File: src/rtl/sdram_arbiter.sv
// Round-robin arbiter sharing one SDRAM controller port between playback (0) and recording (1).
// Define SDRAM_ARB_TIMEOUT_EN to build the ACCESS watchdog that aborts after TIMEOUT_CYCLES.
module sdram_arbiter #(
  parameter int ADDR_W         = 23,
  parameter int DATA_W         = 16,
  parameter int TIMEOUT_CYCLES = 1024
) (
  input  logic              i_clk,
  input  logic              i_rst,
  input  logic              play_read,
  input  logic [ADDR_W-1:0] play_addr,
  output logic [DATA_W-1:0] play_readdata,
  output logic              play_sdram_finished,
  input  logic              play_sdram_refresh,
  input  logic              rec_read,
  input  logic              rec_write,
  input  logic [ADDR_W-1:0] rec_addr,
  input  logic [DATA_W-1:0] rec_writedata,
  output logic [DATA_W-1:0] rec_readdata,
  output logic              rec_sdram_finished,
  input  logic              rec_sdram_refresh,
  output logic              sdram_read,
  output logic              sdram_write,
  output logic [ADDR_W-1:0] sdram_addr,
  output logic [DATA_W-1:0] sdram_writedata,
  input  logic [DATA_W-1:0] sdram_readdata,
  input  logic              sdram_finished,
  output logic              sdram_refresh,
  output logic              arb_owner,
  output logic              arb_timeout
);

  typedef enum logic [1:0] {IDLE, REFRESH, ACCESS, DONE} state_t;

  state_t state;
  logic   last_owner;
  logic   cmd_rd;
  logic   cmd_wr;
  logic   req0;
  logic   req1;
  logic   next_owner;
  logic   need_refresh;

  assign req0 = play_read;
  assign req1 = rec_read | rec_write;

  // On a tie the requester that did not go last wins; a change of owner always forces a refresh.
  assign next_owner   = (req0 && req1) ? ~last_owner : req1;
  assign need_refresh = (next_owner != last_owner) ||
                        (next_owner ? rec_sdram_refresh : play_sdram_refresh);

`ifdef SDRAM_ARB_TIMEOUT_EN
  localparam int CNT_W = $clog2(TIMEOUT_CYCLES + 1);
  logic [CNT_W-1:0] access_cnt;
`endif

  always_ff @(posedge i_clk or posedge i_rst) begin
    if (i_rst) begin
      state               <= IDLE;
      last_owner          <= 1'b1;
      cmd_rd              <= 1'b0;
      cmd_wr              <= 1'b0;
      arb_owner           <= 1'b0;
      sdram_read          <= 1'b0;
      sdram_write         <= 1'b0;
      sdram_refresh       <= 1'b0;
      sdram_addr          <= '0;
      sdram_writedata     <= '0;
      play_readdata       <= '0;
      rec_readdata        <= '0;
      play_sdram_finished <= 1'b0;
      rec_sdram_finished  <= 1'b0;
      arb_timeout         <= 1'b0;
`ifdef SDRAM_ARB_TIMEOUT_EN
      access_cnt          <= '0;
`endif
    end else begin
      case (state)
        IDLE: begin
          if (req0 || req1) begin
            arb_owner       <= next_owner;
            sdram_addr      <= next_owner ? rec_addr : play_addr;
            sdram_writedata <= next_owner ? rec_writedata : '0;
            // Write beats read when the recorder raises both.
            cmd_wr          <= next_owner & rec_write;
            cmd_rd          <= ~(next_owner & rec_write);
            if (need_refresh) begin
              sdram_refresh <= 1'b1;
              state         <= REFRESH;
            end else begin
              sdram_read    <= ~(next_owner & rec_write);
              sdram_write   <= next_owner & rec_write;
              state         <= ACCESS;
`ifdef SDRAM_ARB_TIMEOUT_EN
              access_cnt    <= '0;
`endif
            end
          end
        end
        REFRESH: begin
          sdram_refresh <= 1'b0;
          sdram_read    <= cmd_rd;
          sdram_write   <= cmd_wr;
          state         <= ACCESS;
`ifdef SDRAM_ARB_TIMEOUT_EN
          access_cnt    <= '0;
`endif
        end
        ACCESS: begin
          if (sdram_finished) begin
            sdram_read  <= 1'b0;
            sdram_write <= 1'b0;
            last_owner  <= arb_owner;
            if (arb_owner) begin
              rec_readdata       <= sdram_readdata;
              rec_sdram_finished <= 1'b1;
            end else begin
              play_readdata       <= sdram_readdata;
              play_sdram_finished <= 1'b1;
            end
            state <= DONE;
          end
`ifdef SDRAM_ARB_TIMEOUT_EN
          else if (access_cnt == CNT_W'(TIMEOUT_CYCLES - 1)) begin
            sdram_read  <= 1'b0;
            sdram_write <= 1'b0;
            last_owner  <= arb_owner;
            arb_timeout <= 1'b1;
            if (arb_owner) begin
              rec_readdata       <= '0;
              rec_sdram_finished <= 1'b1;
            end else begin
              play_readdata       <= '0;
              play_sdram_finished <= 1'b1;
            end
            state <= DONE;
          end else begin
            access_cnt <= access_cnt + 1'b1;
          end
`endif
        end
        DONE: begin
          play_sdram_finished <= 1'b0;
          rec_sdram_finished  <= 1'b0;
          arb_timeout         <= 1'b0;
          state               <= IDLE;
        end
        default: state <= IDLE;
      endcase
    end
  end

endmodule
File: config.mk
export PLATFORM = sky130hd
export DESIGN_NAME = sdram_arbiter
export DESIGN_NICKNAME = d
export VERILOG_FILES = /design/src/rtl/sdram_arbiter.sv
export SDC_FILE = /design/constraint.sdc
export NUM_CORES = 1
export LEC_CHECK = 0
export ABC_AREA = 1
export CAP_MARGIN = 20
export CELL_PAD_IN_SITES_DETAIL_PLACEMENT = 1
export CELL_PAD_IN_SITES_GLOBAL_PLACEMENT = 1
export CORE_UTILIZATION = 33
export CTS_BUF_LIST = sky130_fd_sc_hd__clkbuf_4
export DETAILED_ROUTE_END_ITERATION = 12
export GPL_TIMING_DRIVEN = 1
export PLACE_DENSITY = 0.95
export SYNTH_ARGS = -nofsm -noshare
export SYNTH_HDL_FRONTEND = slang
export SYNTH_SLANG_ARGS = --single-unit
File: constraint.sdc
create_clock -name i_clk -period 5.3 [get_ports i_clk]
set_input_delay 0.53 -clock i_clk [delete_from_list [all_inputs] [get_ports i_clk]]
set_output_delay 0.53 -clock i_clk [all_outputs]
set_load 0.005 [all_outputs]
==> results of run 1 <==
==> area by class of cell <==
cell class	instances	area, µm²	area share, %
inverters	50	189	3.49
clock inverters	5	103	1.90
multi-input cells	248	1180	21.7
repair buffers	164	1640	30.2
well taps	136	170	3.15
flip-flops and latches	82	2050	38.0
clock buffers	11	82.6	1.53
==> cell usage in the layout, fill, tap and decap left out, types with 2 or more instances in the layout <==
master,netlist,routed
nor2_4,1,2
inv_1,50,49
clkdlybuf4s50_1,0,162
a21oi_1,2,2
a31oi_1,23,23
bufinv_16,0,3
nand3_1,25,25
buf_4,1,2
ha_1,5,5
nand2_1,94,94
dfrtp_1,81,81
nor2_1,34,34
clkbuf_4,0,11
o21ai_0,57,57
==> flip-flops by register name, summed over array words and instances, names as in the netlist <==
name and count:
sdram_writedata 16, play_sdram_finished 1, arb_owner 1, rec_sdram_finished 1
sdram_write 1, last_owner 1, sdram_addr 23, sdram_read 1
state 2, cmd_rd 1, play_readdata 16, cmd_wr 1
rec_readdata 16, sdram_refresh 1
==> Yosys cell counts <==
cell type	number
nand2_1	94
dfrtp_1	81
o21ai_0	57
inv_1	50
nor2_1	34
nand3_1	25
a31oi_1	23
buf_2	11
clkbuf_1	7
ha_1	5
a21oi_1	2
buf_6	2
a21boi_0	1
a21oi_4	1
buf_1	1
buf_4	1
conb_1	1
dfstp_2	1
nor2_2	1
nor2_4	1
o21a_1	1
o21ai_1	1
or2_2	1
==> kinds of logic after synthesis <==
group | synth area share, %
AND/OR/NAND/NOR | 17.8
AO/OA/AOI/OAI | 13.5
flip-flops | 58.2
buffers and inverters | 8.58
adder cells (fa/ha/maj) | 1.77
other | 0.106
==> power by group <==
group | switching, µW | internal [µW]
clock | 217 | 249
combinational | 625 | 712
sequential | 170 | 916
total | 1010 | 1880
==> critical path, cell delays in order (launching register included) <==
cell	delay, ns
dfrtp_1	0.43
inv_1	0.13
ha_1	0.65
inv_1	0.19
a21oi_4	0.66
buf_4	0.43
nor2_1	0.07
a31oi_1	0.15
==> worst max path at each step <==
| stage | start | endpoint | slack, ns | depth (start not counted) |
|---|---|---|---|---|
| 6_report | state[1] | sdram_addr[22] | 2.49 | 7 |
| 5_1_grt | state[0] | sdram_addr[2] | 2.18 | 7 |
| 4_1_cts | state[0] | sdram_addr[3] | 2.44 | 7 |
| 3_5_place_dp | state[0] | sdram_addr[3] | 2.46 | 7 |
| 3_3_place_gp | state[0] | sdram_addr[6] | 2.66 | 7 |
| 2_1_floorplan | i_rst | arb_owner | 2.66 | 1 |
==> through the flow <==
stage                     total power, µW  worst slack (ns)  util, %
after floorplan                      1670              2.66        -
after global placement               2360              2.66     50.6
after detailed placement             2450              2.46     50.6
after CTS                            2930              2.44     52.4
after global routing                 3120              2.18     52.4
final                                2890              2.49     52.4
==> routing by layer <==
layer / vias to the layer above / wire, µm / GRT usage [%]
met4: 0 / 259 / 8.25
met3: 23 / 1080 / 7.98
li1: 1581 / - / -
met1: 1612 / 4230 / 22.9
met2: 131 / 5560 / 35.9
met5: - / 0 / 0
==> run_results.csv, run 1 <==
group,metric,value,unit
status,status,"completed",
sta,fin_setup_tns,0,ns
critical_path,crit_required,5.64,ns
clocking,path_clk_slew,0.13,ns
sta,setup_viol,0,
sta,skew,0.0118,ns
critical_path,crit_fanout,34,
clocking,h-tree-depth,3,
placed_design,globalplace.congestion,0.766,
route,dr.pass1.iters,4,
cells_and_area,fin_cells,696,
die,dieArea,11100,µm²
route,num_vias,3347,
logic_synthesis,syn_inst,402,
clocking,cts_setup_buffers,0,
critical_path,critPathLaunchType,"register",
die,initial_utilization,34.2,%
critical_path,worstReg2RegEnd,"sdram_addr[22]",
die,num_io_pins,164,
die,rows,37,
grt,grt_pass1_vias,3752,
sta,fin_crit_sh,53.0,%
sta,hold_viol,0,
logic_synthesis,ys_types,23,
clocking,cts_root_buf,"clkbuf_4",
cells_and_area,nets,646,
route,route.antenna.remaining_nets,0,
sta,fin_crit,2.81,ns
power_and_ir_drop,power_density,534,nW/µm²
logic_synthesis,syn-num-nets,493,
critical_path,reg2reg_depth,7,
grt,grt_pass1_wl,18.0,mm
power_and_ir_drop,p_leak,0.00244,µW
logic_synthesis,synth.avg_cell_area,8.77,µm²
clocking,clk_latency,0.42,ns
sta,tightest_slew,0.915,ns
route,drt_iter0_markers,106,
grt,grt.total_usage,20.8,%
clocking,clkSinkCount,82,
cells_and_area,antenna_cells,0,
placed_design,dpl.hpwl,8.36,mm
sta,slew_headroom,38.8,%
cells_and_area,final_layout_size_suffix_gt1_share,4.11,%
route,totalWireLength,11.1,mm
grt,grt_start_max_net_pins,51,
clocking,cts_tree,"built",
route,drc_errors,0,
critical_path,crit_type,"register to register",
logic_synthesis,netlist_area,3530,µm²
die,core_area,10300,µm²
grt,grt_remaining_overflow,0,
clocking,clock_path_buffers,2,
sta,slew_violations,0,
critical_path,timing.rr.start,"state[1]",
placed_design,dpl-instance-area,5230,µm²
logic_synthesis,yosys-top-cells-area,"dfrtp_1 (57%), nand2_1 (10%), o21ai_0 (8.1%)",
sta,whs,0.466,ns
die,die_x,105,µm
cells_and_area,design_area,5410,µm²
logic_synthesis,yosys_register_bits,82,
grt,antenna_found_initial,0,
placed_design,dp_cells,680,
power_and_ir_drop,irDropWorstVdd,245,µV
die,die_h,105,µm
placed_design,io_buffers,162,
critical_path,cp-end-kind,"register",
critical_path,worst_ep_arrival_time,3.14,ns
cells_and_area,area_growth_syn_to_layout,53.4,%
run,cap_violations,0,
logic_synthesis,yosys_warnings,0,
critical_path,r2r_slack,2.49,ns
logic_synthesis,yosysSeqAreaShare,58.2,%
route,via_per_inst,4.81,
sta,grt_setup_unrepaired,"false",
cells_and_area,fillers,1184,
route,wl_per_cell,16.0,µm
clocking,cts_hold_buf,0,
logic_synthesis,synth_top_area_share,57.5,%
clocking,cts_made_buffers,9,
logic_synthesis,synth_area_leader_cell,"dfrtp_1",
min_path,worstHoldPathType,"input pin to async pin",
clocking,cts.repair.resized,0,
sta,fmaxAchievable,356,MHz
No activity file was read; power rests on OpenSTA's default activity.
==> run 2, diff against run 1 <==
--- a/config.mk
+++ b/config.mk
@@ -9,11 +9,11 @@
 export CAP_MARGIN = 20
 export CELL_PAD_IN_SITES_DETAIL_PLACEMENT = 1
 export CELL_PAD_IN_SITES_GLOBAL_PLACEMENT = 1
-export CORE_UTILIZATION = 33
+export CORE_UTILIZATION = 30
 export CTS_BUF_LIST = sky130_fd_sc_hd__clkbuf_4
 export DETAILED_ROUTE_END_ITERATION = 12
 export GPL_TIMING_DRIVEN = 1
-export PLACE_DENSITY = 0.95
+export PLACE_DENSITY = 0.91
 export SYNTH_ARGS = -nofsm -noshare
 export SYNTH_HDL_FRONTEND = slang
 export SYNTH_SLANG_ARGS = --single-unit
==> constraint.sdc (replaced) <==
create_clock -name i_clk -period 2.7 [get_ports i_clk]
set_input_delay 0.27 -clock i_clk [delete_from_list [all_inputs] [get_ports i_clk]]
set_output_delay 0.27 -clock i_clk [all_outputs]
set_load 0.005 [all_outputs]
==> run 2 against run 1 <==
  * Clock skew hardly changed
  * First-iteration DRC count grew 31%
  * Cell count increased by 1.6%
  * Sequential power increased by 95%
  * Cell area grew 0.65%
  * Register-to-register slack got worse by 1.7 ns
  * Fmax grew 46%
  * Core utilization shrank 4.7 points
  * Die area rose by 9.8%
  * Setup slack worse by 1.7 ns
  * Critical endpoint is now sdram_refresh
  * Largest power group unchanged
  * Highest routed layer unchanged
==> run_results.csv, run 2 (synthesis gave the netlist of run 1 again) <==
group,metric,value,unit
status,status,"completed",
die,die_h,110,µm
die,dieArea,12200,µm²
cells_and_area,antenna_cells,0,
clocking,clock_path_buffers,2,
sta,slew_violations,0,
sta,fin_crit_sh,71.4,%
cells_and_area,largest_reg_flops,23,
clocking,cts.repair.resized,0,
clocking,cts_hold_buf,0,
route,drc_errors,0,
clocking,cts_made_buffers,9,
critical_path,crit_type,"register to register",
die,num_io_pins,164,
sta,slew_headroom,42.4,%
route,via_per_inst,4.75,
route,dr.pass1.iters,4,
placed_design,globalplace.congestion,0.806,
clocking,path_clk_slew,0.13,ns
critical_path,crit_fanout,31,
critical_path,critPathLaunchType,"register",
cells_and_area,largest_register,"sdram_addr",
route,num_vias,3357,
route,wl_per_cell,15.8,µm
route,drt_iter0_markers,139,
cells_and_area,area_growth_syn_to_layout,54.4,%
critical_path,worst_ep_arrival_time,2.25,ns
power_and_ir_drop,power_density,1030,nW/µm²
grt,grt_pass1_vias,3661,
clocking,cts_tree,"built",
sta,skew,0.0115,ns
clocking,cts_setup_buffers,0,
cells_and_area,nets,650,
min_path,worstHoldPathType,"input pin to async pin",
critical_path,cp-end-kind,"register",
sta,setup_viol,0,
sta,fin_crit,1.93,ns
run,cap_violations,0,
power_and_ir_drop,p_leak,0.00245,µW
placed_design,io_buffers,162,
die,core_area,11400,µm²
die,rows,39,
grt,grt.total_usage,18.8,%
sta,fin_setup_tns,0,ns
critical_path,crit_required,3.02,ns
sta,tightest_slew,0.863,ns
cells_and_area,final_common_cell,"clkdlybuf4s50_1",
clocking,clk_latency,0.43,ns
die,die_x,110,µm
sta,whs,0.224,ns
clocking,clkSinkCount,82,
clocking,h-tree-depth,3,
critical_path,reg2reg_depth,9,
sta,hold_viol,0,
sta,grt_setup_unrepaired,"false",
sta,fmaxAchievable,519,MHz
power_and_ir_drop,irDropWorstVdd,536,µV
cells_and_area,layout_common_cells,"clkdlybuf4s50_1 (162), nand2_1 (94), dfrtp_1 (81), o21ai_0 (57), inv_1 (49)",
grt,grt_remaining_overflow,0,
placed_design,dpl.hpwl,8.42,mm
clocking,cts_root_buf,"clkbuf_4",
cells_and_area,final_layout_size_suffix_gt1_share,4.61,%
grt,grt_pass1_wl,18.3,mm
route,totalWireLength,11.1,mm
grt,antenna_found_initial,0,
grt,grt_start_max_net_pins,50,
route,route.antenna.remaining_nets,0,
die,initial_utilization,30.9,%
## run 2: worst max-delay path, stage by stage, from the launching register on
cell and delay (ns):
dfrtp_1 0.44, inv_1 0.13, ha_1 0.17, buf_4 0.24, inv_1 0.12, a21oi_4 0.13
buf_4 0.31, nand3_1 0.14, nand2_1 0.07, o21ai_0 0.08
## run 2: layout make-up
class / count / area, µm²
flip-flops and latches: 82 / 2050
clock buffers: 10 / 75.1
well taps: 143 / 179
inverters: 50 / 189
multi-input cells: 248 / 1180
clock inverters: 6 / 81.3
fillers: 1306 / 5970
repair buffers: 168 / 1690
## run 2: worst paths after layout
| check | from | end | slack (ns) |
|---|---|---|---|
| setup / recovery | state[0] | sdram_refresh | 0.77 |
| hold / removal | i_rst | sdram_addr[15] | 0.22 |
| setup reg to reg | state[0] | sdram_refresh | 0.77 |
| hold reg to reg | play_readdata[4] | play_readdata[4] | 0.50 |
| max in group asynchronous | i_rst | last_owner | 1.72 |
| min in group i_clk | rec_addr[3] | sdram_addr[3] | 0.39 |
## run 2: stage by stage
step / cells / total power (µW) / utilization (%) / instance area [µm²] / setup slack, ns
floorplan: 402 / 3280 / - / 3530 / 0.323
global placement: 691 / 4660 / 46.3 / 5290 / 0.847
detailed placement: 691 / 4850 / 46.3 / 5290 / 0.733
CTS: 707 / 5680 / 47.7 / 5450 / 0.738
global route: 707 / 6040 / 47.7 / 5450 / 0.551
finish: 707 / 5610 / 47.7 / 5450 / 0.772
## run 2: where the power goes
part,internal [µW],switching (µW)
clock network,381,433
registers,1800,333
logic,1430,1230
total,3610,2000
## run 2: routing by layer
layer  share of wire [%]  GRT usage (%)  vias to the layer above  routed length (µm)
li1                    -              -                     1591                   -
met1                  42           21.5                     1606                4660
met2                  47           31.7                      145                5260
met3                 9.2           7.14                       15                1030
met4                 1.8           7.56                        0                 197
met5                   0              0                        -                   0
==> edit, RTL diff (config.mk and constraints of run 1) <==
The 4 states of `state_t` get a Gray code encoding in 2 bits.
--- a/src/rtl/sdram_arbiter.sv
+++ b/src/rtl/sdram_arbiter.sv
@@ -32,3 +32,3 @@
 
-  typedef enum logic [1:0] {IDLE, REFRESH, ACCESS, DONE} state_t;
+  typedef enum logic [1:0] {IDLE = 2'b00, REFRESH = 2'b01, ACCESS = 2'b11, DONE = 2'b10} state_t;
 
Function: same outputs for any inputs over 10 cycles, from zero or initial values and one cycle with i_rst high; not proved beyond that.
==> edit against run 1 <==
  * Routed wire length fell by 2.3%
  * Die area rose by 0.84%
  * Register-to-register slack improved by 0.86 ns
  * Power fell by 3.4%
  * Sequential share of layout area rose by 0.25 points
  * Setup slack improved by 0.63 ns
  * Synthesized cell count fell by 2.2%
  * Sequential cell count did not move
  * Final area fell by 0.65%
  * Synthesized area rose by 0.85%
  * Critical endpoint is now sdram_writedata[0]
==> edit: results (changes against run 1) <==
total length of routed met2 wires - 5430 µm (-2.4%)
worst skew pair latency - 0.42 ns (about the same)
global-route usage over all layers - 20.0% (-0.74 points)
total iterations of the first detailed-routing run - 4 (unchanged)
Initial DRC Count - 75 (-29%)
slack of the worst reg-to-reg path - 3.35 ns (+0.86 ns)
ranking of synthesized cells by area - sky130_fd_sc_hd__dfrtp_1 (57%), sky130_fd_sc_hd__nand2_1 (12%), sky130_fd_sc_hd__a21oi_1 (6.8%)
Leak Pwr - 2.45 nW (+0.63%)
cell total after placement - 671 (-1.3%)
global-route wire length before repair - 17,400 µm (-3.2%)
worst IR drop on VDD - 0.179 mV (-27%)
final worst hold slack - 0.383 ns (-0.0829 ns)
FILL cells - 1,219 (+3.0%)
detail-routed via count per cell - 4.76 (-1.1%)
slowest cell on the critical path - sky130_fd_sc_hd__inv_2
detailed-route via count - 3,283 (-1.9%)
number of nets in the synthesized netlist - 479 (-2.8%)
number of global-route vias before repair - 3,498 (-6.8%)
placed cell areas - 5190 µm² (-0.65%)
HPWL after DPL - 7910 µm (-5.4%)
fraction of the yosys area taken by sequential cells - 57.7% (-0.49 points)
DRT met1 WL - 4610 µm (+9.1%)
Max Root-Sink Buffers - 2 (unchanged)
wirelength, routed - 10,900 µm (-2.3%)
critical-path maximum fanout - 39 (+15%)
Worst EP arrival - 2.51 ns (-0.63 ns)
leading cell types by count after synthesis - sky130_fd_sc_hd__nand2_1 (111), sky130_fd_sc_hd__dfrtp_1 (81), sky130_fd_sc_hd__a21oi_1 (48)
delay contributed by the slowest stage of the critical path - 0.64 ns (-0.02 ns)
synthesized area divided by synthesized cell count - 9.05 µm² (+3.2%)
register ranked first by flip-flop count - sdram_addr
Clock Skews - 0.0147 ns (+0.00285 ns)
number of routed nets with antenna violations - 0 (unchanged)
fraction of final layout cells sized beyond drive strength 1 - 9.22% (+5.1 points)
number of gates resized after cts - 0 (unchanged)
maximum number of pins on one net before global-route repair - 83 (+63%)
transition time of the tightest slew-check pin - 0.715 ns (-0.200 ns)
routability congestion estimate from global placement - 0.764 (-0.25%)
met3 wire length - 650 µm (-40%)
run status - complete, no violations
Layout Nets - 634 (-1.9%)
## edit: path summary, 6_finish.rpt
path                                           end  cells after the start          start
worst max-delay path            sdram_writedata[0]                      7      rec_write
worst min-delay path               rec_readdata[0]                      3          i_rst
worst max register to register  sdram_writedata[0]                      5     last_owner
worst min register to register       sdram_refresh                      2  sdram_refresh
max in group asynchronous           sdram_addr[17]                      4          i_rst
min in group i_clk                   sdram_refresh                      2  sdram_refresh
## edit: area by class of cell
class                           count  share of cell area (%)
Antenna cell                        1                  0.0466
Clock buffer                       12                    1.68
Clock inverter                      4                   0.815
Inverter                           33                    2.33
Multi-Input combinational cell    257                    22.6
Sequential cell                    82                    38.2
Tap cell                          136                    3.17
Timing Repair Buffer              165                    31.2
## edit: kinds of logic after synthesis
family,after synthesis,share of synthesized area [%]
other cells,1,0.105
simple gates,152,17.0
flops,82,57.7
compound gates,104,17.0
buf+inv,54,8.16
## edit: metal layers
metal / vias up / global-route usage (%)
met5: - / 0
met2: 138 / 34.4
met1: 1563 / 24.7
met4: 0 / 7.84
met3: 17 / 4.02
li1: 1565 / -
## edit: power by group
| group | switching (mW) | internal [mW] | total [mW] |
|---|---|---|---|
| logic | 0.606 | 0.716 | 1.32 |
| clock network | 0.204 | 0.157 | 0.361 |
| registers | 0.193 | 0.913 | 1.11 |
| total | 1.00 | 1.79 | 2.79 |
## edit: metrics by stage
stage | power (mW) | setup WS [ns] | utilization [%]
6_report | 2.79 | 3.13 | 51.8
5_1_grt | 3.01 | 2.95 | 51.8
4_1_cts | 2.81 | 2.79 | 51.4
3_5_place_dp | 2.44 | 2.33 | 50.1
3_3_place_gp | 2.33 | 2.45 | 50.1
2_1_floorplan | 1.69 | 2.66 | -
## edit: worst max-delay path, delay by kind of cell
kind,cells,cell delay (ns)
AND/OR/NAND/NOR,3,0.55
buffers and inverters,3,1.19
AO/OA/AOI/OAI,1,0.23
